==> config.mk <==
export PLATFORM = sky130hd
export DESIGN_NAME = gaussian_stats_estimator
export DESIGN_NICKNAME = d
export VERILOG_FILES = /design/src/rtl/gaussian_stats_estimator.sv
export SDC_FILE = /design/constraint.sdc
export NUM_CORES = 2
export LEC_CHECK = 0
export ABC_AREA = 1
export BUFFER_PORTS_ARGS = -buffer_cell sky130_fd_sc_hd__buf_2
export CAP_MARGIN = 20
export CORE_ASPECT_RATIO = 1.5
export CORE_MARGIN = 4
export CORE_UTILIZATION = 60
export DETAILED_ROUTE_END_ITERATION = 7
export GPL_TIMING_DRIVEN = 0
export PLACE_DENSITY_LB_ADDON = 0.25
export SLEW_MARGIN = 20
export SYNTH_ARGS = -nofsm -noshare
export SYNTH_HDL_FRONTEND = slang
export SYNTH_SLANG_ARGS = --single-unit
==> constraint.sdc <==
create_clock -name clk -period 6.23 [get_ports clk]
set_input_delay 0.9345 -clock clk [delete_from_list [all_inputs] [get_ports clk]]
set_output_delay 0.9345 -clock clk [all_outputs]
set_load 0.005 [all_outputs]
==> src/rtl/gaussian_stats_estimator.sv <==
// Block mean/variance estimator for a valid/ready stream of 2^7-quantized signed samples.
// Accumulates 2^LOG2_N samples, then derives mean (floor) and clamped variance.
module gaussian_stats_estimator #(
    parameter int unsigned LOG2_N = 10,
    parameter int unsigned W      = 16
) (
    input  logic                clk,
    input  logic                rst,
    input  logic                start_i,
    input  logic [W-1:0]        sample_i,
    input  logic                sample_valid_i,
    output logic                sample_ready_o,
    output logic                busy_o,
    output logic                done_o,
    output logic [W-1:0]        mean_o,
    output logic [2*W-1:0]      var_o,
    output logic [LOG2_N:0]     count_o
);

    localparam int unsigned SW = W + LOG2_N;
    localparam int unsigned QW = 2 * W + LOG2_N;
    localparam logic [LOG2_N:0] N_LAST = (LOG2_N + 1)'((1 << LOG2_N) - 1);

    typedef enum logic [2:0] {
        S_IDLE,
        S_ACCUM,
        S_CALC1,
        S_CALC2,
        S_DONE
    } state_t;

    state_t                 r_state;
    state_t                 w_next;

    logic signed [SW-1:0]   r_sum;
    logic [QW-1:0]          r_sum_sq;
    logic [LOG2_N:0]        r_count;
    logic signed [W-1:0]    r_mean;
    logic [2*W-1:0]         r_msq;

    logic                   w_accept;
    logic signed [SW-1:0]   w_sample_ext;
    logic signed [2*W-1:0]  w_sample_2w;
    logic signed [2*W-1:0]  w_prod;
    logic signed [2*W-1:0]  w_mean_2w;
    logic signed [2*W-1:0]  w_mean_sq;
    logic signed [2*W:0]    w_diff;
    logic [2*W-1:0]         w_var;

    assign w_accept     = (r_state == S_ACCUM) && sample_valid_i;
    assign w_sample_ext = {{LOG2_N{sample_i[W-1]}}, sample_i};
    assign w_sample_2w  = {{W{sample_i[W-1]}}, sample_i};
    assign w_prod       = w_sample_2w * w_sample_2w;
    assign w_mean_2w    = {{W{r_mean[W-1]}}, r_mean};
    assign w_mean_sq    = w_mean_2w * w_mean_2w;
    // Both squares are non-negative and below 2^(2W-1), so zero-extension is exact.
    assign w_diff       = $signed({1'b0, r_msq}) - $signed({1'b0, w_mean_sq});
    assign w_var        = w_diff[2*W] ? '0 : w_diff[2*W-1:0];

    always_ff @(posedge clk or negedge rst) begin
        if (!rst) begin
            r_state <= S_IDLE;
        end else begin
            r_state <= w_next;
        end
    end

    always_comb begin
        w_next = r_state;
        case (r_state)
            S_IDLE:  if (start_i) w_next = S_ACCUM;
            S_ACCUM: if (w_accept && (r_count == N_LAST)) w_next = S_CALC1;
            S_CALC1: w_next = S_CALC2;
            S_CALC2: w_next = S_DONE;
            S_DONE:  w_next = S_IDLE;
            default: w_next = S_IDLE;
        endcase
    end

    always_ff @(posedge clk or negedge rst) begin
        if (!rst) begin
            r_sum    <= '0;
            r_sum_sq <= '0;
            r_count  <= '0;
            r_mean   <= '0;
            r_msq    <= '0;
            mean_o   <= '0;
            var_o    <= '0;
        end else begin
            case (r_state)
                S_IDLE: begin
                    if (start_i) begin
                        r_sum    <= '0;
                        r_sum_sq <= '0;
                        r_count  <= '0;
                    end
                end
                S_ACCUM: begin
                    if (w_accept) begin
                        r_sum    <= r_sum + w_sample_ext;
                        r_sum_sq <= r_sum_sq + {{LOG2_N{1'b0}}, w_prod};
                        r_count  <= r_count + 1'b1;
                    end
                end
                S_CALC1: begin
                    r_mean <= W'(r_sum >>> LOG2_N);
                    r_msq  <= (2 * W)'(r_sum_sq >> LOG2_N);
                end
                S_CALC2: begin
                    // Outputs load on entry to DONE so they are valid while done_o is high.
                    mean_o <= r_mean;
                    var_o  <= w_var;
                end
                default: ;
            endcase
        end
    end

    assign sample_ready_o = (r_state == S_ACCUM);
    assign busy_o         = (r_state != S_IDLE);
    assign done_o         = (r_state == S_DONE);
    assign count_o        = r_count;

endmodule

Word level (Yosys, flattened, before mapping):

Index checks and enable logic that the tools add are counted.

* memories: 0
* memory bits (read-only): 0
* output and inout bits: 62
* bits in writable memories: 0
* word-level logic and storage cells: 42
* bits in latches: 0
* input port bits: 20
* register bits: 178

* div/mod/pow operators: 0
* bitwise operators: 0
* reductions and logical operators: 7
* add/sub/neg operators: 4
* multiply operators: 2
* shifts and indexed selects: 0
* eq/ne operators: 8
* multiplexer cells: 13
* $lt $le $gt $ge: 0

Operators by type and width (count)
* 42-bit 2-to-1 mux: 2
* 42-bit one-hot mux with 2 select lines: 1
* 16-bit by 16-bit multiplier with 32-bit output: 2
* 26-bit 2-to-1 mux: 2
* 26-bit one-hot mux with 2 select lines: 1
* 42-bit by 32-bit adder with 42-bit output: 1
* 32-bit by 32-bit subtractor with 33-bit output: 1
* 32-bit 2-to-1 mux: 1
* 26-bit by 16-bit adder with 26-bit output: 1
* 11-bit 2-to-1 mux: 2
* 11-bit one-hot mux with 2 select lines: 1
* 3-bit one-hot mux with 4 select lines: 1
* 11-bit by 1-bit adder with 11-bit output, second input constant: 1
* 11-bit by 10-bit == test with 1-bit output, second input constant: 1
* 3-bit by 2-bit == test with 1-bit output, second input constant: 2
* 3-bit 2-to-1 mux: 2
* 2-bit by 1-bit inequality test with 1-bit output, second input constant: 2
* 3-bit by 1-bit == test with 1-bit output, second input constant: 1
* 3-bit == test, second input constant: 1
* 3-bit logical NOT: 1
* 3-bit AND reduction: 1
* 3-bit nonzero test: 1
* 1-bit logical AND: 2
* 2-bit inequality test, second input constant: 1
* 2 further kinds: 2

Depth between registers and ports, before layout:

* word-level depth: 5
* mapped depth: 39
* depth with buffers taken out: 37

Least setup slack after synthesis:

OpenSTA, ideal clock, no wires.

* path kind: input-to-reg
* start point: in sample_i[1]
* end point: reg r_sum_sq[38]
* data arrival time: 7201 ps
* stages: 31
* path slack: -1090 ps
* buffers on the path: 2
* setup time: 119 ps
* required time: 6111 ps
* cells stage by stage: clkbuf_1 > clkbuf_1 > nand2_1 > inv_1 > fa_1 > inv_1 > fa_1 > inv_1 > fa_1 > inv_1 > fa_1 > inv_1 > fa_1 > fa_1 > ha_1 > nand2_1 > nor2_1 > nand2_1 > or2_2 > nand4_1 > nand2_1 > ha_1 > nand2_1 > inv_1 > nand2_1 > nor3b_1 > nand3_1 > nand3_1 > nand3_1 > nand2_1 > nor2_1

* cells in the longest elaborated chain, start to end: 4

RTL lines
* start: declaration: RTL line 10 `input logic [W-1:0] sample_i,`
* 16-bit by 16-bit multiplier with 32-bit output: RTL line 53 `assign w_prod = w_sample_2w * w_sample_2w;`
* 42-bit by 32-bit adder with 42-bit output: RTL line 101 `r_sum_sq <= r_sum_sq + {{LOG2_N{1'b0}}, w_prod};`
* 42-bit 2-to-1 mux: RTL line 99 `if (w_accept) begin`
* 42-bit one-hot mux with 2 select lines: RTL line 90 `case (r_state)`
* end signal: assignment: RTL line 101
* end: declaration: RTL line 36 `logic [QW-1:0] r_sum_sq;`

No other way between the ends. The select of a mux whose other input is x is not followed.
A chain may end at the register's enable or synchronous reset.

Final worst setup path:

* start point: in sample_i[4]
* end point: reg r_sum_sq[35]

The elaborated chain is that of the path after synthesis.

==> impl_metrics.py <==
metrics = {
    "die": {
        "die_y_um": 290.6,
        "start_util_pct": 60.61,
        "io_pins": 82,
        "fp.dieW_um": 196.4,
        "die_area_um2": 57080,
        "core_area_um2": 52710,
        "num_rows": 103,
    },
    "placement": {
        "port_buffers": 81,
        "placedCellCount": 5112,
        "routabilityCongestion": 1.058,
        "dp_hpwl_mm": 83.15,
        "dpl_cell_area_um2": 34780,
    },
    "clock_network": {
        "cts_root_buffer": "clkbuf_16",
        "cts_buffer_depth": 2,
        "cts_tree": "yes",
        "cts_buffers": 17,
        "clkSinkCount": 178,
        "clock_latency_ns": 0.48,
        "postCtsHoldBufs": 0,
        "cts_max_level": 4,
        "clk_pin_slew_ns": 0.07,
    },
    "critical_path": {
        "cpMostUsedCell": "nand2_1",
        "crit_type": "in2reg",
        "reg2reg_depth": 32,
        "start_kind": "input port",
        "cp-end-kind": "flip-flop",
        "cp.arrival_ns": 7.93,
        "slowest_stage": "fa_1",
        "crit_fanout": 5,
        "required_ns": 6.59,
        "slowest_delay_ns": 0.61,
    },
    "routing": {
        "ant_nets": 0,
        "drt-initial-drc-count": 2999,
        "wirelength_mm": 122.7,
        "post_drt_wl_per_cell_um": 22.74,
        "firstDrtPassIters": 8,
        "drc": 0,
        "vias": 32050,
        "viasPerCell": 5.939,
    },
    "sta": {
        "timing.fmax_ghz": 0.1321,
        "fin_setup_tns_ns": -58.52,
        "layout_min_cycle_time_ns": 7.571,
        "skew_ns": 0.01659,
        "slew_viol_final": 0,
        "rsz0062_at_grt": "yes",
        "slew_headroom_pct": 26.60,
        "worst_slack_ns": -1.341,
        "hold_slack_ns": 0.3322,
        "setup_viol": 65,
        "fin_crit_sh_pct": 121.5,
        "final_hold_viol_count": 0,
        "tightest_slew_ns": 1.101,
    },
    "grt": {
        "grt_start_max_net_pins": 74,
        "grt_first_pass_wirelength_mm": 172.1,
        "grt_pass1_vias": 33000,
        "grt_usage_pct": 38.80,
        "antenna_found_initial": 3,
        "overflow": 0,
    },
    "cells_and_area": {
        "multiInputGateArea_um2": 27450,
        "area_delta_synth_final_pct": 30.31,
        "final_cells": 5396,
        "seq_area_um2": 4458,
        "design_area_um2": 41630,
        "finalNetCount": 5461,
        "fillCellCount": 3354,
        "drive_gt1_share_pct": 26.37,
    },
    "yosys": {
        "synthTopCellsByCount": "nand2_1 (1,209), inv_1 (1,064), fa_1 (479), ha_1 (262), nor2_1 (243)",
        "synthDistinctLibCells": 53,
        "synth-main-ff-cell": "dfrtp_1",
        "yosys-top-cells-area": "fa_1 (30%), nand2_1 (14%), dfrtp_1 (14%), inv_1 (13%), ha_1 (10%)",
        "avgSynthCellArea_um2": 7.349,
        "ys_seq_area_share_pct": 13.94,
        "ys_warn_count": 0,
        "synth_nets": 5108,
        "synth_top_area_share_pct": 30.01,
        "syn_area_um2": 31950,
        "synth.most_common_cell": "nand2_1",
        "synth_top_area_cell": "fa_1",
        "async_flop_share_pct": 100.0,
        "ys_ff_latch": 178,
        "synth_edf_count": 0,
        "syn_inst": 4347,
    },
    "run_status": {
        "violations": "setup timing",
        "run_status": "complete, but fails checks",
    },
    "job": {
        "maxCapViolCount": 0,
    },
    "min_path": {
        "hold_class": "in2async",
    },
}
-- stage by stage --
step	utilization [%]	worst slack, ns
global placement	65.86	-2.086
CTS	75.59	-0.7182
global route	78.99	-1.471
finish	78.99	-1.341
floorplan	-	-0.6299
detailed placement	65.98	-2.187
-- cells in the final DEF, fill, tap and decap left out, types with 19 or more instances in the layout --
master,Yosys,final
buf_6,3,43
o21ai_1,5,29
buf_2,6,69
buf_4,4,219
nand4_1,48,48
dfrtp_1,178,175
o21ai_0,157,109
ha_1,262,172
xor2_1,43,23
fa_1,479,444
nor3_1,36,20
clkbuf_1,86,25
buf_8,0,19
ha_4,0,83
a21oi_4,0,30
xnor2_1,34,25
nor2_1,243,155
nand2_1,1209,1009
nand3_2,1,34
nor2_2,2,38
nand2_2,1,119
nand3_1,155,109
nand2_4,2,74
fa_2,0,35
inv_1,1064,961
nor2_4,0,52
a21oi_2,0,66
clkbuf_16,0,52
inv_2,4,94
a21oi_1,188,92
o21ai_2,1,20
-- registers in the layout, summed over array words and instances, names as in the netlist --
| name | cells |
|---|---|
| r_sum_sq | 42 |
| mean_o | 16 |
| count_o | 11 |
| r_sum | 26 |
| r_state | 3 |
| var_o | 32 |
| r_msq | 32 |
| r_mean | 16 |
-- kinds of logic after synthesis --
| group | after synthesis | synth area share (%) |
|---|---|---|
| mux | 1 | 0.03133 |
| fa+ha+maj | 741 | 40.28 |
| buf+inv | 1173 | 13.93 |
| flops | 178 | 13.94 |
| compound gates | 425 | 7.265 |
| xor+xnor | 77 | 2.111 |
| simple gates | 1752 | 22.44 |
-- final cells by class --
type	instances	share of cell area, %
multi-input combinational	2996	65.93
inverter	1072	9.791
antenna	1	0.006011
timing repair buffer	344	6.867
buffer	91	3.183
clock inverter	15	0.4448
sequential	178	10.71
clock buffer	17	1.022
tap	682	2.050
-- worst max-delay path: cells and delay by family --
kind	cells	cell delay (ns)
xor gates and xnor gates	1	0.23
buffers and inverters	9	1.09
and+or+nand+nor	11	1.21
adders and majority gates	8	3.55
AOI/OAI and AO/OA	4	0.90
-- metal layers --
metal	share of wire (%)	global-route usage, %
met1	30	37.99
met3	8.2	6.112
met2	48	68.92
met4	13	35.37
met5	0.013	0
-- path summary, 6_finish.rpt --
| check | startpoint | to | slack (ns) |
|---|---|---|---|
| worst max-delay path | sample_i[4] | r_sum_sq[35] | -1.34 |
| worst min-delay path | rst | var_o[21] | 0.33 |
| worst max register to register | r_mean[7] | var_o[29] | -1.02 |
| worst min register to register | var_o[23] | var_o[23] | 0.47 |
| max in group asynchronous | rst | r_mean[7] | 4.72 |
| min in group clk | var_o[23] | var_o[23] | 0.47 |
-- what timing repair did --
| item | 4_1_cts | 5_1_grt |
|---|---|---|
| setup endpoints to repair | 64 | 65 |
| gates resized for setup | 658 | 330 |
| buffers inserted | 196 | 65 |
| pin swaps | 315 | 230 |
| gates cloned | 4 | 1 |
Power is not shown: default switching activity piles up to over one toggle a cycle in this logic, so the estimate is an artifact.
